$ cat src/rtl/ifu.sv
// rtl/ifu.sv - instruction fetch unit: PC register, instruction ROM, next-PC formation
//
// Holds the PC of the single-cycle MIPS datapath, reads the instruction word at
// PC from a word-addressed ROM, and forms the next PC for sequential, branch,
// j/jal and jr flow.
//
// The ROM image is supplied through the IM_INIT parameter. Word 0 sits in the
// least significant 32 bits and lives at byte address PC_BASE. Words beyond
// IM_INIT_WORDS, up to the 2**IM_AW window, read as zero.
//
// Ports:
//   clk          rising-edge clock
//   reset        asynchronous active-high reset, PC <= PC_BASE
//   stall        hold PC this edge
//   npc_op       00 seq, 01 branch, 10 j/jal, 11 jr
//   br_taken     branch condition, only used when npc_op=01
//   offset       branch offset field, Instr[15:0]
//   im26         jump index field, Instr[25:0]
//   jr_target    GPR[rs] value for jr
//   PC           current PC
//   PC4          PC+4, the jal link value
//   Instr        instruction word at PC, nop when PC is outside the ROM
//   pc_misalign  next-PC candidate has nonzero bits[1:0]
//   pc_oor       PC outside the ROM window
module ifu #(
  parameter logic [31:0]                 PC_BASE       = 32'h0000_3000,
  parameter int                          IM_AW         = 10,
  parameter int                          IM_INIT_WORDS = 16,
  parameter logic [IM_INIT_WORDS*32-1:0] IM_INIT       = '0
) (
  input  logic        clk,
  input  logic        reset,
  input  logic        stall,
  input  logic [1:0]  npc_op,
  input  logic        br_taken,
  input  logic [15:0] offset,
  input  logic [25:0] im26,
  input  logic [31:0] jr_target,
  output logic [31:0] PC,
  output logic [31:0] PC4,
  output logic [31:0] Instr,
  output logic        pc_misalign,
  output logic        pc_oor
);

  logic [31:0]      pc_q;
  logic [31:0]      pc_d;
  logic [31:0]      pc_plus4;
  logic [31:0]      br_disp;
  logic [31:0]      npc;
  logic [29:0]      word_off;
  logic [IM_AW-1:0] idx;
  logic [31:0]      rom_word;

  assign pc_plus4 = pc_q + 32'd4;
  assign br_disp  = {{14{offset[15]}}, offset, 2'b00};

  always_comb begin
    npc = pc_plus4;
    unique case (npc_op)
      2'b00: npc = pc_plus4;
      2'b01: npc = br_taken ? (pc_plus4 + br_disp) : pc_plus4;
      // j/jal take the region bits from the jump instruction's own PC
      2'b10: npc = {pc_q[31:28], im26, 2'b00};
      2'b11: npc = jr_target;
      default: npc = pc_plus4;
    endcase
  end

  // Low bits are dropped on load so PC can never hold a misaligned address.
  // Stall takes priority over any redirect presented this cycle.
  assign pc_d = stall ? pc_q : {npc[31:2], 2'b00};

  always_ff @(posedge clk or posedge reset) begin
    if (reset) begin
      pc_q <= PC_BASE;
    end else begin
      pc_q <= pc_d;
    end
  end

  // Word offset from the ROM base. A PC below the base wraps here, but pc_oor
  // catches that case through the explicit compare.
  assign word_off = pc_q[31:2] - PC_BASE[31:2];
  assign idx      = word_off[IM_AW-1:0];
  assign pc_oor   = (pc_q < PC_BASE) || (word_off[29:IM_AW] != '0);

  always_comb begin
    rom_word = 32'h0000_0000;
    for (int k = 0; k < IM_INIT_WORDS; k++) begin
      if (idx == IM_AW'(k)) begin
        rom_word = IM_INIT[k*32 +: 32];
      end
    end
  end

  assign PC          = pc_q;
  assign PC4         = pc_plus4;
  assign Instr       = pc_oor ? 32'h0000_0000 : rom_word;
  assign pc_misalign = |npc[1:0];

endmodule

$ cat config.mk
export PLATFORM = sky130hd
export DESIGN_NAME = ifu
export DESIGN_NICKNAME = d
export VERILOG_FILES = /design/src/rtl/ifu.sv
export SDC_FILE = /design/constraint.sdc
export NUM_CORES = 1
export LEC_CHECK = 0
export CAP_MARGIN = 20
export CORE_AREA = 2 2 110 112
export CTS_CLUSTER_SIZE = 28
export DETAILED_ROUTE_END_ITERATION = 7
export DIE_AREA = 0 0 112 114
export GPL_ROUTABILITY_DRIVEN = 0
export HOLD_SLACK_MARGIN = 0.05
export PLACE_DENSITY = 0.73
export SYNTH_ARGS = -nofsm -noshare
export SYNTH_HDL_FRONTEND = slang
export SYNTH_SLANG_ARGS = --single-unit
$ cat constraint.sdc
create_clock -name clk -period 6.8 [get_ports clk]
set_input_delay 0.68 -clock clk [delete_from_list [all_inputs] [get_ports clk]]
set_output_delay 0.68 -clock clk [all_outputs]
set_load 0.05 [all_outputs]
**Word level (Yosys, flattened, before mapping)**

Index checks and enable logic that the tools add are counted.

- Order comparisons: 1
- Equality and inequality tests: 3
- Muxes and demuxes: 2
- Bitwise gates (word level): 2
- Reductions and logical operators: 5
- $add $sub $neg: 3

Operator list:

| operator | count |
|---|---|
| 32-bit case mux with 4 select lines | 1 |
| 32-bit by 3-bit adder with 32-bit output (second input constant) | 1 |
| 32-bit adder | 1 |
| 32-bit by 14-bit less-than comparator with 1-bit output (second input constant) | 1 |
| 32-bit two-way mux | 1 |
| 30-bit by 12-bit subtractor with 30-bit output (second input constant) | 1 |
| 20-bit nonzero test | 1 |
| 2-bit equality test (second input constant) | 2 |
| 2-bit by 1-bit equality test with 1-bit output (second input constant) | 1 |
| 2-bit logical NOT | 1 |
| 1-bit inverter | 2 |
| 2-bit AND reduction | 1 |
| 2-bit OR reduction | 1 |
| 1-bit logical OR | 1 |

- Register bits after elaboration: 30
- Word-level logic and storage cells: 18
- Bits of input ports: 80

**Logic depth before layout (Yosys ltp)**

Gate-level depths: netlist of run 1.

- Depth after elaboration: 5
- Gate-level depth with buffers: 17
- Gate-level depth less buffers: 16

**Worst setup path after synthesis of run 1**

Ideal clock, no wire load.

- Path kind: register to register
- Start: reg pc_q[9] (netlist: PC[9])
- End: reg pc_q[29] (netlist: PC[29])
- Setup slack: 1.866 ns
- Period minus slack after synthesis: 4.934 ns
- Library setup time: 0.126 ns
- Arrival: 4.808 ns
- Required time: 6.674 ns
- Stages on the path, launching flop included: 15
- Cell sequence: dfrtp_1 -> and4_2 -> nand4_2 -> nor4_1 -> nand2_1 -> xnor2_1 -> ha_1 -> a21oi_1 -> o21ai_0 -> a31o_2 -> a221o_1 -> o21bai_1 -> xnor2_1 -> o21ai_0 -> a221o_1

- Cells in the longest elaborated chain, start to end: 4

Ends and longest elaborated chain:

| element | RTL line | source |
|---|---|---|
| from (decl) | 46 | `logic [31:0] pc_q;` |
| from (signal assigned) | 78 | `pc_q <= pc_d;` |
| 32-bit by 3-bit adder with 32-bit output | 55 | `assign pc_plus4 = pc_q + 32'd4;` |
| named net PC4[24] | 40 | `output logic [31:0] PC4,` |
| 32-bit adder | 62 | `2'b01: npc = br_taken ? (pc_plus4 + br_disp) : pc_plus4;` |
| 32-bit two-way mux | 62 |  |
| 32-bit case mux with 4 select lines | 60 | `unique case (npc_op)` |

The timed path passes the listed nets, and every way through them passes these cells.
A chain may end at the register's enable or synchronous reset.

**Worst setup path in the final report of run 1**

- Start: reg pc_q[2] (netlist: PC[2])
- End: reg pc_q[29] (netlist: PC[29])

- Cells in the longest elaborated chain, start to end: 4

Ends and longest elaborated chain:

| element | RTL line |
|---|---|
| 32-bit by 3-bit adder with 32-bit output (*) | 55 |
| 32-bit adder | 62 |
| 32-bit two-way mux | 62 |
| 32-bit case mux with 4 select lines (*) | 60 |

Every way passes the cells marked *; elsewhere a longest branch is shown, timed or not.

==> impl_metrics.ini, run 1 <==
[outcome]
outcome = finished, final reports clean

[clock_tree]
clkTransAtPathRegs_ns = 0.05
clock-sinks = 30
numCtsBuffers = 5
clkLatencyLatePin_ns = 0.28
post-cts-setup-buffers = 0
clock_path_buffers = 2
htreeDepth = 2
ctsHoldBuffers = 0
root_buffer = clkbuf_16
cts_tree = yes
cts_resized = 0

[critical_path]
crit_fanout = 8
end_kind = flop
cp.required_ns = 6.96
cp.arrival_ns = 4.61
crit_type = flop to flop
cp-start-kind = flop

[cells_and_area]
drive_above_1_share_pct = 5.59
syn_to_final_growth_pct = 31.9
reg.largest.list = PC (30)
final_cell_area_sq_mm = 0.00601
largest-register = PC
largest_register_ffs = 30
antenna_cells = 0
nets = 831

[drt]
firstDrtPassIters = 6
vias = 5066
drtIter0Drc = 478
wl_per_cell_um = 18.4
routed_wl_mm = 15.9
ant_nets = 0
vias_per_cell = 5.88
drc = 0

[timing]
hold-worst-slack_ns = 0.564
slew_viol_final = 0
min_period_over_period_pct = 65.4
slew_headroom_pct = 34.3
fmax_mhz = 225
period_needed_ns = 4.45
finalSetupTns_ns = 0
setup-violations-final = 0
skew_ns = 0.00560
finalHoldViolCount = 0
rsz0062_at_grt = no
worstMarginPinSlew_ns = 0.983

[die]
die_h_um = 114
dieArea_sq_mm = 0.0128
start_util_pct = 38.9
pin_count = 178
row_count = 40
die_w_um = 112
fp.coreArea_sq_mm = 0.0117

[yosys]
synthCells = 596
synth_edf_count = 0
synth-adder-area-share_pct = 10.3
synth_flop_cell = dfrtp_1
avgSynthCellArea_sq_um = 7.65
syn_area_sq_mm = 0.00456
async_flop_share_pct = 100
yosys-top-cells-area = dfrtp_1, ha_1, buf_4
synth_compound_area_share_pct = 26.3
synthXorXnorAreaFrac_pct = 9.63
yosysTopAreaCellShare_pct = 15.4
synthMuxAreaShare_pct = 5.44
yosysMostFrequentCell = nand2_1
synth.cells.most_frequent = nand2_1, a21oi_1, nor2_1
synth-seq-cells = 30
synthDistinctLibCells = 71
yosysWarnings = 0
synth_top_family_by_area = compound AO/OA/AOI/OAI gates
synth-simple-area-share_pct = 21.3
ys_seq_area_share_pct = 16.5
yosysTopAreaCell = dfrtp_1

[hold_path]
hold_class = flop to flop

[grt]
grt_pass1_vias = 4954
grt_pass1_wl_mm = 25.4
antenna_found_initial = 0
gr-total-overflow = 0
grt_max_degree = 63
grtUsageTotal_pct = 24.4

[power]
power_per_cell_area_mw_per_mm2 = 258
peakVddDrop_mv = 0.123
power_mw = 1.55
p_leak_nw = 2.61

[placed_design]
dp_hpwl_mm = 12.0
port_buffers = 141
dpl_cell_area_sq_mm = 0.00586

[job]
drv_cap = 0
==> power by group <==
group,internal [mW],total [mW],switching (mW)
combinational,0.379,1.04,0.661
clock,0.145,0.233,0.0876
sequential,0.213,0.281,0.0683
==> cells in the final DEF, fill, tap and decap left out, types with 10 or more instances in the layout <==
master / count
clkdlybuf4s50_1: 138
nand2_1: 54
a21oi_1: 49
nor2_1: 46
o21ai_0: 41
ha_1: 36
conb_1: 36
dfrtp_1: 28
xor2_1: 24
xnor2_1: 23
nor3_1: 20
mux2i_1: 18
a21o_1: 17
nand3_1: 15
inv_1: 12
and3_1: 10
==> kinds of logic after synthesis <==
| group | Yosys count |
|---|---|
| xor+xnor | 48 |
| mux | 24 |
| buf+inv | 81 |
| other cells | 1 |
| simple gates | 193 |
| compound gates | 182 |
| fa+ha+maj | 37 |
| flops | 30 |
==> layer usage <==
metal	wire (um)	part of all wire, %	vias up	GRT usage [%]
met4	362	2.3	0	8.70
met5	0	0	-	0
met1	6730	42	2424	31.7
met2	7810	49	251	42.3
li1	-	-	2360	-
met3	998	6.3	31	2.71
==> critical path: stages, from the launching register on <==
cell and delay (ns):
dfrtp_1 0.46, ha_1 0.33, nand4_2 0.27, nor4_1 0.74, nand2_1 0.14, xnor2_1 0.35
ha_1 0.33, a21oi_1 0.16, o21ai_0 0.20, a31o_2 0.31, a221o_1 0.31, o21bai_1 0.17
xnor2_1 0.14, o21ai_0 0.09, a221o_1 0.33
==> per-stage QoR <==
| step | std cells | utilization (%) | setup slack (ns) |
|---|---|---|---|
| 6_report | 862 | 51.3 | 2.35 |
| 5_1_grt | 862 | 51.3 | 2.05 |
| 4_1_cts | 862 | 51.3 | 2.43 |
| 3_5_place_dp | 854 | 50.1 | 2.44 |
| 3_3_place_gp | 854 | 50.1 | 2.63 |
| 2_1_floorplan | 631 | - | 1.87 |
==> cell type report <==
type                       instances  area (sq um)
clock inverter                     1          5.00
inverter                          13          48.8
tap                              147           184
timing repair buffer             144          1420
multi-input combinational        520          3460
fill                            1136          5700
sequential                        30           753
clock buffer                       7           143
==> path summary, 6_finish.rpt <==
path,start,end,slack (ns),cells after the start
max,PC[2],PC[29],2.35,14
min,PC[11],PC[11],0.56,2
max reg2reg,PC[2],PC[29],2.35,14
min reg2reg,PC[11],PC[11],0.56,2
max in group asynchronous,reset,PC[12],5.66,3
min in group asynchronous,reset,PC[9],0.81,3
Note: power is estimated with default switching activity, not from simulation.
==> run 2, diff against run 1 <==
--- a/config.mk
+++ b/config.mk
@@ -12,7 +12,7 @@
 export DIE_AREA = 0 0 112 114
 export GPL_ROUTABILITY_DRIVEN = 0
 export HOLD_SLACK_MARGIN = 0.05
-export PLACE_DENSITY = 0.73
+export PLACE_DENSITY = 0.76
 export SYNTH_ARGS = -nofsm -noshare
 export SYNTH_HDL_FRONTEND = slang
 export SYNTH_SLANG_ARGS = --single-unit
==> constraint.sdc (replaced) <==
create_clock -name clk -period 4 [get_ports clk]
set_input_delay 0.4 -clock clk [delete_from_list [all_inputs] [get_ports clk]]
set_output_delay 0.4 -clock clk [all_outputs]
set_load 0.05 [all_outputs]
==> run 2 against run 1 <==
Power is 80% higher. Via count rose by 3.7%. Combinational power rose by 87%. Largest power group unchanged. Clock-buffer cell count decreased by 1. Non-clock buffer count grew 34. Critical path depth did not move. Register-to-register slack got worse by 2.3 ns. Clock power rose by 71%. Global-route usage increased by 1.2 points.
==> impl_metrics.ini, run 2 (synthesized netlist as in run 1, its figures left out) <==
[timing]
slew_headroom_pct = 47.0
finalHoldViolCount = 0
finalSetupTns_ns = 0
setup-violations-final = 0
worstMarginPinSlew_ns = 0.792
slew_viol_final = 0
fmax_mhz = 256
skew_ns = 0.00567
hold-worst-slack_ns = 0.552
period_needed_ns = 3.91
min_period_over_period_pct = 97.7

[drt]
drtIter0Drc = 373
vias_per_cell = 5.86
wl_per_cell_um = 18.7
vias = 5253
drc = 0
ant_nets = 0
firstDrtPassIters = 7
routed_wl_mm = 16.8

[grt]
gr-total-overflow = 0
grt_pass1_vias = 5104
grtUsageTotal_pct = 25.6
grt_pass1_wl_mm = 26.7
antenna_found_initial = 0
grt_max_degree = 56

[cells_and_area]
syn_to_final_growth_pct = 45.0
utilization_pct = 56.4
drive_above_1_share_pct = 16.4
largest_register_ffs = 30
final_cell_mix = clkdlybuf4s50_1, nand2_1, a21oi_1, nor2_1, o21ai_0
antenna_cells = 0
stdcell_count = 896
final_cell_area_sq_mm = 0.00661
nets = 865
final_common_cell = clkdlybuf4s50_1
largest-register = PC
fillers = 1060
reg.largest.list = PC (30)

[placed_design]
place_inst = 887
dpl_cell_area_sq_mm = 0.00641
port_buffers = 141
dp_hpwl_mm = 13.0

[critical_path]
path_depth = 14
critPathMaxStageDelay_ns = 0.58
critPathTopFamily = simple AND/OR/NAND/NOR gates
end_kind = flop
cp.required_ns = 4.16
cp-start-kind = flop
crit_fanout = 8
path_buf_inv = 1
critPathSlowestCell = or3_1
path_cells = and3_4 > and3_2 > buf_4 > nand4_4 > or3_1 > nor2_4 > xor2_4 > ha_1 > a31o_2 > a221o_1 > o21bai_1 > xnor2_1 > o21ai_0 > a221o_1
ff2ff_path_depth = 14
cp.arrival_ns = 4.07
cpMostUsedCell = a221o_1
crit_type = flop to flop

[die]
dieArea_sq_mm = 0.0128
die_h_um = 114
die_w_um = 112
start_util_pct = 38.9
pin_count = 178
row_count = 40
fp.coreArea_sq_mm = 0.0117

[clock_tree]
root_buffer = clkbuf_16
numCtsBuffers = 5
htreeDepth = 2
clkTransAtPathRegs_ns = 0.06
clock_path_buffers = 2
clock-sinks = 30
clkLatencyLatePin_ns = 0.28
cts_tree = yes
ctsHoldBuffers = 0

[hold_path]
hold_class = primary input to async pin

[outcome]
outcome = finished, final reports clean

[power]
power_per_cell_area_mw_per_mm2 = 424
peakVddDrop_mv = 0.188
p_leak_nw = 2.86

[job]
drv_cap = 0
run 2: repair_timing:
action                                  4_1_cts  5_1_grt
setup buffers                                 0        1
endpoints found under the setup margin        1        9
resized for setup                             1       14
pin swaps                                     1        4
run 2: per-stage QoR:
stage	setup slack, ns	total power [mW]
4_1_cts	0.0158	2.77
3_5_place_dp	-0.00138	2.36
3_3_place_gp	0.132	2.32
2_1_floorplan	-0.0363	1.79
5_1_grt	-0.00197	2.94
6_report	0.0903	2.80
run 2: worst paths after layout:
check                      startpoint     end  slack (ns)
max reg2reg                     PC[4]  PC[29]        0.09
min in group clk                PC[5]   PC[5]        0.56
min reg2reg                     PC[5]   PC[5]        0.56
min                             reset  PC[27]        0.55
max                             PC[4]  PC[29]        0.09
max in group asynchronous       reset  PC[13]        2.66
run 2: area by class of cell:
type / instances / area, sq um / area share, %
Multi-Input combinational cell: 520 / 3780 / 57.2
Timing Repair Buffer: 178 / 1670 / 25.3
Sequential cell: 30 / 769 / 11.6
Tap cell: 147 / 184 / 2.78
Clock buffer: 6 / 139 / 2.10
Inverter: 13 / 48.8 / 0.738
Clock inverter: 2 / 12.5 / 0.189
run 2: routing by layer:
| metal | part of all wire (%) | track usage, % | vias up |
|---|---|---|---|
| li1 | - | - | 2426 |
| met4 | 3.0 | 7.72 | 0 |
| met5 | 0 | 0 | - |
| met3 | 9.1 | 6.11 | 44 |
| met1 | 42 | 34.0 | 2467 |
| met2 | 46 | 41.7 | 316 |
run 2: power breakdown:
group	internal, mW	total [mW]	switching (mW)
sequential	0.366	0.458	0.0920
combinational	0.738	1.94	1.21
clock	0.247	0.398	0.152
==> run 3, diff against run 2 <==
--- a/config.mk
+++ b/config.mk
@@ -13,6 +13,8 @@
 export GPL_ROUTABILITY_DRIVEN = 0
 export HOLD_SLACK_MARGIN = 0.05
 export PLACE_DENSITY = 0.76
+export SETUP_SLACK_MARGIN = 0.02
+export SKIP_CTS_REPAIR_TIMING = 1
 export SYNTH_ARGS = -nofsm -noshare
 export SYNTH_HDL_FRONTEND = slang
 export SYNTH_SLANG_ARGS = --single-unit
==> run 3 against run 2 <==
Sequential power hardly changed. Via count is 0.19% lower. Critical path depth is 3 higher. Cell count is 0.22% higher. Clock power hardly changed. Critical path type unchanged. Largest cell class unchanged. Largest power group unchanged.
==> impl_metrics.ini, run 3 (synthesized netlist as in run 1, its figures left out) <==
[critical_path]
critPathTopFamily = simple AND/OR/NAND/NOR gates
end_kind = flop
ff2ff_path_depth = 17
crit_fanout = 8
path_buf_inv = 3
critPathSlowestCell = ha_2
rr_endpoint = PC[29]
crit_type = flop to flop
cpMostUsedCell = buf_4
cp.required_ns = 4.17
cp-start-kind = flop
timing.rr.start = PC[4]
cp.arrival_ns = 4.04
path_cells = and3_4 > and3_2 > buf_4 > nand4_4 > buf_4 > nor2_1 > xor2_2 > ha_2 > nand2_1 > or3_1 > a21oi_2 > o211ai_1 > buf_4 > o21bai_4 > xnor2_1 > o21ai_0 > a221o_1
critPathMaxStageDelay_ns = 0.42
rrSetupSlack_ns = 0.13

[drt]
drtIter0Drc = 444
ant_nets = 0
vias = 5243
firstDrtPassIters = 5
drc = 0
vias_per_cell = 5.84
wl_per_cell_um = 18.6
routed_wl_mm = 16.7

[timing]
min_period_over_period_pct = 96.8
slew_viol_final = 0
slew_headroom_pct = 44.7
finalHoldViolCount = 0
setup-violations-final = 0
skew_ns = 0.00629
period_needed_ns = 3.87
hold-worst-slack_ns = 0.541
worstMarginPinSlew_ns = 0.826
rsz0062_at_grt = no
fmax_mhz = 258

[die]
start_util_pct = 38.9
row_count = 40
die_h_um = 114
pin_count = 178
dieArea_sq_mm = 0.0128
fp.coreArea_sq_mm = 0.0117
die_w_um = 112

[cells_and_area]
final_common_cell = clkdlybuf4s50_1
drive_above_1_share_pct = 16.6
largest_register_ffs = 30
stdcell_count = 898
nets = 867
largest-register = PC
reg.largest.list = PC (30)
final_cell_mix = clkdlybuf4s50_1, nand2_1, a21oi_1, nor2_1, buf_4
antenna_cells = 0
syn_to_final_growth_pct = 45.9
final_cell_area_sq_mm = 0.00665

[hold_path]
hold_class = primary input to async pin

[placed_design]
place_inst = 887
dp_hpwl_mm = 13.0
port_buffers = 141
dpl_cell_area_sq_mm = 0.00641

[power]
power_per_cell_area_mw_per_mm2 = 423
peakVddDrop_mv = 0.191
p_leak_nw = 2.87

[grt]
grtUsageTotal_pct = 25.6
grt_pass1_wl_mm = 26.7
grt_max_degree = 56
antenna_found_initial = 0
gr-total-overflow = 0
grt_pass1_vias = 5089

[outcome]
outcome = finished, final reports clean

[clock_tree]
clkTransAtPathRegs_ns = 0.06
root_buffer = clkbuf_16
htreeDepth = 2
cts_tree = yes
clock-sinks = 30
clkLatencyLatePin_ns = 0.28
numCtsBuffers = 5
clock_path_buffers = 2

[job]
drv_cap = 0
-- run 3: cell type report --
| type | instances | area [sq um] |
|---|---|---|
| Tap cell | 147 | 184 |
| Inverter | 13 | 48.8 |
| Multi-Input combinational cell | 520 | 3810 |
| Fill cell | 1062 | 5060 |
| Clock buffer | 6 | 139 |
| Timing Repair Buffer | 180 | 1690 |
| Clock inverter | 2 | 12.5 |
| Sequential cell | 30 | 769 |
-- run 3: power breakdown --
group	leakage, nW	switching (mW)	total [mW]	internal [mW]
registers	0.341	0.0924	0.459	0.366
logic	2.46	1.21	1.95	0.747
clock network	0.0729	0.152	0.398	0.247
total	2.87	1.45	2.81	1.36
-- run 3: worst max path at each step --
stage	cells past startpoint	end	slack [ns]	startpoint
floorplan	14	PC[29]	-0.04	PC[12]
global placement	16	PC[27]	0.13	PC[4]
detailed placement	16	PC[27]	-0.001	PC[4]
CTS	16	PC[27]	-0.02	PC[4]
global route	15	PC[31]	0.008	PC[4]
finish	17	PC[29]	0.13	PC[4]
-- run 3: layer usage --
metal | global-route usage, % | vias up | part of all wire (%)
met1 | 34.0 | 2454 | 41
met5 | 0 | - | 0
met3 | 6.00 | 42 | 10
li1 | - | 2428 | -
met2 | 41.8 | 319 | 46
met4 | 7.64 | 0 | 2.7
-- run 3: per-stage QoR --
step           total power, mW  worst slack, ns  setup TNS [ns]  util, %
6_report                  2.81            0.126               0     56.8
3_3_place_gp              2.32            0.132               0     54.7
3_5_place_dp              2.36         -0.00138        -0.00138     54.7
2_1_floorplan             1.79          -0.0363         -0.0564        -
5_1_grt                   2.96          0.00821               0     56.8
4_1_cts                   2.76          -0.0158         -0.0158     56.0
